**src/rtl/pixel_span_writer.sv**
```systemverilog
// pixel_span_writer: custom instruction drawing pixels and H/V spans into the framebuffer port.
// Build option PIXEL_CLIP_EN: skip off-screen pixels and stop spans at the screen edge.
module pixel_span_writer #(
    parameter int H_RES  = 640,
    parameter int V_RES  = 480,
    parameter int ADDR_W = 19,
    parameter int DATA_W = 32
) (
    input  logic              clk,
    input  logic              reset_n,
    input  logic              clk_en,
    input  logic              start,
    input  logic [1:0]        n,
    input  logic [31:0]       dataa,
    input  logic [31:0]       datab,
    output logic              done,
    output logic [31:0]       result,
    output logic [ADDR_W-1:0] addr,
    output logic [DATA_W-1:0] data,
    output logic              wr,
    input  logic              busy
);

    localparam logic [1:0] OP_SET = 2'd0;
    localparam logic [1:0] OP_PIX = 2'd1;
    localparam logic [1:0] OP_H   = 2'd2;
    localparam logic [1:0] OP_V   = 2'd3;

    typedef enum logic [2:0] {
        S_IDLE,
        S_SETUP,
        S_WAIT,
        S_WRITE,
        S_DONE
    } state_t;

    state_t            state;
    logic [1:0]        op;
    logic [15:0]       x;
    logic [15:0]       y;
    logic [15:0]       len;
    logic [15:0]       count;
    logic [DATA_W-1:0] colour;
    logic [DATA_W-1:0] pix;
    logic [ADDR_W-1:0] addr_acc;
    logic [ADDR_W-1:0] base;
    logic [ADDR_W-1:0] step;
    logic [15:0]       nx;
    logic [15:0]       ny;
    logic              pix_ok;
    logic              stop_now;
    logic              stop_next;

    function automatic logic on_screen(input logic [15:0] px, input logic [15:0] py);
        int xi;
        int yi;
        xi = int'($signed(px));
        yi = int'($signed(py));
        return (xi >= 0) && (xi < H_RES) && (yi >= 0) && (yi < V_RES);
    endfunction

    function automatic logic past_edge(input logic [15:0] p, input int lim);
        return int'($signed(p)) >= lim;
    endfunction

    assign nx   = x + 16'd1;
    assign ny   = y + 16'd1;
    assign base = ADDR_W'(int'($signed(y)) * H_RES + int'($signed(x)));
    assign step = (op == OP_V) ? ADDR_W'(H_RES) : ADDR_W'(1);

`ifdef PIXEL_CLIP_EN
    assign pix_ok    = on_screen(x, y);
    assign stop_now  = (op == OP_H && past_edge(x, H_RES)) ||
                       (op == OP_V && past_edge(y, V_RES));
    assign stop_next = (op == OP_H && past_edge(nx, H_RES)) ||
                       (op == OP_V && past_edge(ny, V_RES));
`else
    assign pix_ok    = 1'b1;
    assign stop_now  = 1'b0;
    assign stop_next = 1'b0;
`endif

    always_ff @(posedge clk or negedge reset_n) begin
        if (!reset_n) begin
            state    <= S_IDLE;
            op       <= OP_SET;
            x        <= '0;
            y        <= '0;
            len      <= '0;
            count    <= '0;
            colour   <= '0;
            pix      <= '0;
            addr_acc <= '0;
            done     <= 1'b0;
            result   <= '0;
            addr     <= '0;
            data     <= '0;
            wr       <= 1'b0;
        end else if (clk_en) begin
            unique case (state)
                S_IDLE: begin
                    done <= 1'b0;
                    if (start) begin
                        op    <= n;
                        x     <= dataa[15:0];
                        y     <= dataa[31:16];
                        count <= '0;
                        if (n == OP_SET) begin
                            colour <= datab[DATA_W-1:0];
                            state  <= S_DONE;
                        end else begin
                            len   <= (n == OP_PIX) ? 16'd1 : datab[15:0];
                            pix   <= (n == OP_PIX) ? datab[DATA_W-1:0] : colour;
                            state <= S_SETUP;
                        end
                    end
                end
                S_SETUP: begin
                    addr_acc <= base;
                    state    <= (len == 16'd0 || stop_now) ? S_DONE : S_WAIT;
                end
                S_WAIT: begin
                    // off-screen pixels use up their step without waiting on busy
                    if (!pix_ok) begin
                        state <= S_WRITE;
                    end else if (!busy) begin
                        wr    <= 1'b1;
                        addr  <= addr_acc;
                        data  <= pix;
                        count <= count + 16'd1;
                        state <= S_WRITE;
                    end
                end
                S_WRITE: begin
                    wr       <= 1'b0;
                    addr_acc <= addr_acc + step;
                    len      <= len - 16'd1;
                    if (op == OP_V) y <= ny;
                    else            x <= nx;
                    state <= (len == 16'd1 || stop_next) ? S_DONE : S_WAIT;
                end
                S_DONE: begin
                    done   <= 1'b1;
                    result <= {16'd0, count};
                    state  <= S_IDLE;
                end
                default: state <= S_IDLE;
            endcase
        end
    end

endmodule

```
**config.mk**
```make
export PLATFORM = sky130hd
export DESIGN_NAME = pixel_span_writer
export DESIGN_NICKNAME = d
export VERILOG_FILES = /design/src/rtl/pixel_span_writer.sv
export SDC_FILE = /design/constraint.sdc
export NUM_CORES = 1
export LEC_CHECK = 0
export CAP_MARGIN = 20
export CORE_UTILIZATION = 58
export CTS_BUF_LIST = sky130_fd_sc_hd__clkbuf_4 sky130_fd_sc_hd__clkbuf_8 sky130_fd_sc_hd__clkbuf_16
export CTS_CLUSTER_DIAMETER = 50
export DETAILED_ROUTE_END_ITERATION = 7
export DONT_BUFFER_PORTS = 1
export PLACE_DENSITY = 0.72
export SETUP_SLACK_MARGIN = 0.4
export SLEW_MARGIN = 20
export SYNTH_ARGS = -nofsm -noshare
export SYNTH_HDL_FRONTEND = slang
export SYNTH_SLANG_ARGS = --single-unit
export TNS_END_PERCENT = 100
```
**constraint.sdc**
```tcl
create_clock -name clk -period 3.25 [get_ports clk]
set_input_delay 0.4875 -clock clk [delete_from_list [all_inputs] [get_ports clk]]
set_output_delay 0.4875 -clock clk [all_outputs]
set_load 0.02 [all_outputs]
```
==> results of run 1 <==
registers in the layout, indices dropped and copies added (netlist names), 2 cells and up:
name / cells
x: 16
colour: 32
count: 16
len: 16
result: 16
state: 3
addr_acc: 19
data: 32
op: 2
pix: 32
addr: 19
y: 12
cell usage after synthesis (3+ instances only):
cell	n	share of area [%]
nand2_1	248	8.3
dfrtp_1	217	48
o21ai_0	126	5.6
a21oi_1	91	4.1
nor2_1	83	2.8
clkbuf_1	53	1.8
mux2_2	50	5.0
nand3_1	42	1.9
ha_1	38	4.2
mux2i_1	34	3.0
inv_1	18	0.60
nor3_1	17	0.76
buf_4	16	1.1
o22ai_1	16	0.89
a31oi_1	12	0.67
xnor2_1	12	0.94
and3_1	9	0.50
a21o_1	8	0.54
a22oi_1	8	0.54
nand4_1	8	0.45
nor4_1	7	0.39
clkbuf_8	6	0.74
o21a_1	6	0.40
xor2_1	6	0.47
a311oi_1	5	0.39
and2_1	5	0.28
nor2b_1	5	0.28
a211oi_1	4	0.27
buf_2	4	0.18
o32ai_1	4	0.31
a2bb2oi_1	3	0.23
a32oi_1	3	0.23
nand2b_1	3	0.17
o22a_1	3	0.23
o31ai_1	3	0.20
or3_1	3	0.17
worst register-to-register path, stage by stage, from the launching register on:
cell and delay (ns):
dfrtp_2 0.43, ha_4 0.27, ha_4 0.24, a21o_1 0.21, a21oi_4 0.15, nor2_2 0.06
a211oi_2 0.26, buf_4 0.17, xnor2_2 0.07, ha_4 0.31, nand3_4 0.07, a21oi_2 0.12
a21oi_2 0.05, buf_4 0.14, a21oi_2 0.14, xnor2_1 0.13, o21ai_1 0.07
cell families after synthesis:
family	after synthesis	synth area share [%]
AO/OA/AOI/OAI	311	16.0
XOR/XNOR	18	1.41
adder cells (fa/ha/maj)	40	4.59
buffers and inverters	98	4.39
flip-flops	217	48.4
multiplexers	84	8.05
other	1	0.0334
AND/OR/NAND/NOR	445	17.1
layer usage:
layer	vias up	share of wire, %
li1	4245	-
met1	4231	45
met2	299	46
met3	46	7.8
met4	2	1.8
met5	-	0.043
through the flow:
step	setup slack (ns)	power (uW)	utilization (%)	cell area (um^2)
after floorplan	0.396	8000	-	11300
after global placement	0.263	8880	60.4	11400
after detailed placement	0.189	9000	60.4	11400
after CTS	0.356	12700	66.4	12500
after global routing	0.134	14000	67.1	12600
final	0.239	13100	67.1	12600
cell type report:
cell class                      count  area share [%]
Sequential cell                   217            43.0
Clock buffer                       37            6.24
Multi-Input combinational cell    914            44.0
Clock inverter                     12            1.46
Inverter                           18           0.535
Timing Repair Buffer               33            2.17
Tap cell                          260            2.58
what timing repair did:
action / CTS / global route
hold endpoints to repair: 217 / 217
buffers inserted: 12 / 4
pin swaps: 14 / 19
endpoints found under the setup margin: 3 / 5
gates resized for setup: 12 / 17
worst paths after layout:
path | from | end
worst max-delay path | y[2] | addr_acc[18]
worst min-delay path | reset_n | data[14]
worst max register to register | y[2] | addr_acc[18]
worst min register to register | pix[16] | data[16]
max in group asynchronous | reset_n | y[2]
min in group clk | clk_en | state[2]
power groups by stage:
stage / registers, uW / clock network, uW / logic, uW
floorplan: 4340 / 0 / 3660
global placement: 4540 / 0 / 4340
detailed placement: 4570 / 0 / 4430
CTS: 4520 / 3240 / 4920
global route: 4640 / 3350 / 6010
finish: 4530 / 3190 / 5400
==> run_results.csv, run 1 <==
group,metric,value,unit
setup_path,cp_cell_sequence,"ha_4 -> ha_4 -> a21o_1 -> a21oi_4 -> nor2_2 -> a211oi_2 -> buf_4 -> xnor2_2 -> ha_4 -> nand3_4 -> a21oi_2 -> a21oi_2 -> buf_4 -> a21oi_2 -> xnor2_1 -> o21ai_1",
setup_path,regToRegSetupSlack,0.24,ns
cts,cts.sinks,217,
pwr,p_comb_share,41.2,%
die,num_rows,50,
logic_synthesis,postSynth.asyncResetShare,100,%
routing,detail_route.wl_per_cell,17.1,um
routing,vias,8823,
logic_synthesis,ys_types,63,
setup_path,cp-start-kind,"flop",
global_routing,grt_pass1_vias,8283,
cts,cts_root_buf,"clkbuf_16",
cts,clock_latency,0.53,ns
sta,rsz0062_at_grt,"true",
global_routing,gr-usage-met3,5.71,%
layout,drive_gt1_share,14.2,%
setup_path,endpoint_kind,"flop",
setup_path,critical_path.max_stage_delay,0.43,ns
cts,cts_tree,"done",
routing,ant_nets,0,
die,initial_utilization,59.6,%
cts,clk_pin_slew_worst_paths,0.06,ns
pwr,p_per_area,1040,mW/mm^2
placed_design,dp.final_hpwl,16700,um
layout,final_nets,1322,
status,violations,"hold timing",
hold_path,hp-class,"in2async",
sta,max_slew_margin,40.6,%
setup_path,criticalPathCategory,"reg2reg",
sta,finalHoldViolCount,217,
pwr,switching_power,5110,uW
global_routing,antenna_found_initial,1,
global_routing,grt_pass1_wl,41800,um
logic_synthesis,synth_warnings,0,
logic_synthesis,synth-edff-count,0,
sta,max_freq,0.332,GHz
layout,area_delta_synth_final,12.6,%
placed_design,dp.cells,1426,
pwr,intPower,8010,uW
layout,final_common_cell,"nand2_1",
sta,clock_skew,0.0138,ns
die,io_pins,156,
sta,post-route-min-period,3.01,ns
global_routing,grt_max_degree,218,
setup_path,r2r_cells,16,
cts,cts-htree-levels,1,
routing,drtPass1Iterations,5,
die,core,0.0188,mm^2
placed_design,portBuffers,0,
routing,viasPerCell,5.92,
routing,drc,0,
logic_synthesis,ys_seq_elements,217,
global_routing,grt_usage,25.7,%
setup_path,path_buf_inv,2,
setup_path,crit_path_max_fanout,4,
global_routing,grt_use_met2,40.6,%
pwr,p_leak,0.00585,uW
logic_synthesis,syn_inst,1214,
routing,routed_wl,25400,um
setup_path,path_depth,16,
layout,multiInputGateArea,0.00556,mm^2
sta,slew_viol_final,0,
sta,timing.hold.ws,-0.352,ns
setup_path,crit_slowest_cell,"dfrtp_2",
logic_synthesis,avgSynthCellArea,9.24,um^2
sta,tns,0,ns
layout,stdcell_count,1491,
routing,drt-initial-drc-count,606,
run,cap_violations,0,
cts,cts_buffers,27,
layout,fillers,1499,
cts,clockBufferDepth,3,
setup_path,worst-endpoint-required,3.67,ns
layout,antenna_cells,0,
pwr,switching_share,38.9,%
pwr,vdd_drop_max,0.924,mV
global_routing,use_met1,36.2,%
setup_path,crit_arrival,3.43,ns
layout,mostFrequentLayoutCells,"248 x nand2_1, 215 x dfrtp_1, 124 x o21ai_0, 83 x a21oi_1, 81 x nor2_1",
pwr,clock_power_share,24.3,%
placed_design,gp_congestion,0.928,
die,die-area,0.0199,mm^2
setup_path,cp_top_family,"compound AO/OA/AOI/OAI gates",
status,status,"complete, but fails checks",
logic_synthesis,ys.flop_type,"dfrtp_1",
logic_synthesis,synth-seq-area-share,48.4,%
logic_synthesis,syn_area,0.0112,mm^2
sta,worst_pin_slew,0.890,ns
sta,setup-violations-final,0,
layout,register_area,0.00543,mm^2
sta,min_period_over_period,92.7,%
global_routing,overflow,0,
pwr,seqPwrFrac,34.5,%
die,fp.dieH,141,um
global_routing,grt.busiest_layer,"met2",
die,die_w,141,um
Note: power is estimated with default switching activity, not from simulation.
==> run 2: changes to the inputs <==
--- a/config.mk
+++ b/config.mk
@@ -12,7 +12,7 @@
 export DETAILED_ROUTE_END_ITERATION = 7
 export DONT_BUFFER_PORTS = 1
 export PLACE_DENSITY = 0.72
-export SETUP_SLACK_MARGIN = 0.4
+export SETUP_SLACK_MARGIN = 0.2
 export SLEW_MARGIN = 20
 export SYNTH_ARGS = -nofsm -noshare
 export SYNTH_HDL_FRONTEND = slang
==> run_results.csv, run 2 (same netlist as run 1, synthesis figures left out) <==
group,metric,value,unit
setup_path,crit_path_max_fanout,2,
sta,min_period_over_period,93.0,%
global_routing,grt_usage,25.2,%
setup_path,cp-start-kind,"flop",
cts,clockBufferDepth,3,
global_routing,use_met1,36.3,%
sta,tns,0,ns
placed_design,dp.final_hpwl,16400,um
die,initial_utilization,59.6,%
routing,detail_route.wl_per_cell,16.6,um
routing,routed_wl,24400,um
layout,drive_gt1_share,11.8,%
global_routing,grt_max_degree,218,
sta,rsz0062_at_grt,"true",
routing,vias,8590,
pwr,switching_share,39.1,%
setup_path,cp_cell_sequence,"buf_6 -> ha_4 -> ha_4 -> buf_4 -> a21o_1 -> a21oi_2 -> nor2_1 -> a211oi_2 -> a21oi_1 -> xor2_1 -> ha_1 -> or4_1 -> mux2i_1 -> nor3_1",
sta,max_slew_margin,42.8,%
global_routing,grt.busiest_layer,"met2",
die,core,0.0188,mm^2
layout,final_common_cell,"nand2_1",
die,io_pins,156,
pwr,p_comb_share,39.1,%
layout,antenna_cells,0,
layout,fin_area,0.0123,mm^2
cts,clk_pin_slew_worst_paths,0.06,ns
pwr,p_per_area,974,mW/mm^2
hold_path,hp-class,"in2async",
routing,drtPass1Iterations,5,
global_routing,gr-usage-met3,6.42,%
routing,drc,0,
global_routing,antenna_found_initial,2,
run,cap_violations,0,
pwr,switching_power,4700,uW
status,violations,"hold timing",
pwr,seqPwrFrac,37.6,%
cts,cts.sinks,217,
sta,setup-violations-final,0,
global_routing,grt_pass1_vias,8062,
cts,clock_latency,0.52,ns
setup_path,cpMostUsedCell,"ha_4",
routing,ant_nets,0,
setup_path,worst-endpoint-required,3.63,ns
sta,max_freq,0.331,GHz
sta,slew_viol_final,0,
placed_design,gp_congestion,0.927,
routing,viasPerCell,5.82,
global_routing,grt_pass1_wl,40900,um
die,fp.dieH,141,um
layout,reg.largest.list,"colour (32), data (32), pix (32)",
sta,worst_pin_slew,0.858,ns
setup_path,criticalPathCategory,"reg2reg",
global_routing,overflow,0,
die,die_w,141,um
cts,cts_tree,"done",
cts,cts_buffers,25,
cts,cts_root_buf,"clkbuf_16",
sta,timing.hold.ws,-0.336,ns
layout,final_nets,1311,
setup_path,path_buf_inv,2,
pwr,vdd_drop_max,0.756,mV
layout,area_delta_synth_final,9.98,%
placed_design,place_ws,0.127,ns
die,num_rows,50,
sta,post-route-min-period,3.02,ns
sta,layout_setup_ws,0.226,ns
placed_design,place_area,0.0114,mm^2
die,die-area,0.0199,mm^2
setup_path,critical_path.max_stage_delay,0.46,ns
global_routing,grt_use_met2,37.7,%
pwr,clock_power_share,23.3,%
pwr,intPower,7320,uW
pwr,p_leak,0.00575,uW
placed_design,portBuffers,0,
sta,finalHoldViolCount,217,
cts,cts-htree-levels,1,
status,status,"complete, but fails checks",
setup_path,endpoint_kind,"flop",
setup_path,crit_slowest_cell,"or4_1",
setup_path,crit_arrival,3.41,ns
layout,fillers,1539,
layout,mostFrequentLayoutCells,"248 x nand2_1, 217 x dfrtp_1, 124 x o21ai_0, 87 x a21oi_1, 83 x nor2_1",
setup_path,cp_top_family,"compound AO/OA/AOI/OAI gates",
sta,clock_skew,0.0168,ns
routing,drt-initial-drc-count,602,
[run 2: cell types whose count changed in the layout (fill, tap and decap cells not counted), sizes merged]
cell      delta
clkinvlp     -1
bufinv       -2
buf          -9
clkbuf       -3
inv          -2
clkinv       +2
[run 2: power groups by stage]
| stage | registers [uW] | logic [uW] | clock network [uW] |
|---|---|---|---|
| 6_report | 4510 | 4700 | 2800 |
| 5_1_grt | 4630 | 5340 | 2970 |
| 4_1_cts | 4490 | 4500 | 2860 |
| 3_5_place_dp | 4540 | 4410 | 0 |
| 3_3_place_gp | 4520 | 4330 | 0 |
| 2_1_floorplan | 4330 | 3630 | 0 |
[run 2: worst register-to-register path: stages (launching register included)]
cell	delay [ns]
dfrtp_1	0.41
buf_6	0.14
ha_4	0.15
ha_4	0.16
buf_4	0.13
a21o_1	0.18
a21oi_2	0.15
nor2_1	0.08
a211oi_2	0.24
a21oi_1	0.12
xor2_1	0.15
ha_1	0.31
or4_1	0.46
mux2i_1	0.16
nor3_1	0.07
[run 2: path summary, 6_finish.rpt]
check | endpoint | slack, ns | start | depth (start not counted)
min | data[14] | -0.34 | reset_n | 0
max | addr_acc[17] | 0.23 | y[2] | 14
max in group asynchronous | pix[6] | 3.26 | reset_n | 0
min reg2reg | data[6] | 0.46 | pix[6] | 2
min in group clk | state[2] | 0.07 | clk_en | 1
max reg2reg | addr_acc[17] | 0.23 | y[2] | 14
[run 2: metal layers]
layer	share of wire, %	up-vias	wire (um)
li1	-	4219	-
met1	47	4106	11500
met2	44	225	10700
met3	7.2	38	1770
met4	2.1	2	507
met5	0.041	-	10
[run 2: metrics by stage]
step | util, % | total power, uW | instances | hold WS (ns)
3_5_place_dp | 60.5 | 8950 | 1428 | 0.197
2_1_floorplan | - | 7960 | 1229 | 0.192
6_report | 65.5 | 12000 | 1476 | -0.336
5_1_grt | 65.5 | 12900 | 1476 | -0.360
3_3_place_gp | 60.4 | 8850 | 1427 | 0.198
4_1_cts | 65.0 | 11900 | 1472 | -0.356
[run 2: cell type report]
cell class                      instances  area, um^2  area share, %
Multi-Input combinational cell        914        5450           44.2
Sequential cell                       217        5430           44.0
Clock buffer                           34         724           5.87
Tap cell                              260         325           2.64
Timing Repair Buffer                   24         229           1.86
Clock inverter                          9         109          0.882
Inverter                               18        67.6          0.548
[run 2: timing repair]
action | 4_1_cts | 5_1_grt
endpoints found under the hold margin | 217 | 217
gates resized for setup | 3 | 12
setup buffers | 1 | 4
setup endpoints to repair | 3 | 3
pin swaps | 2 | 17
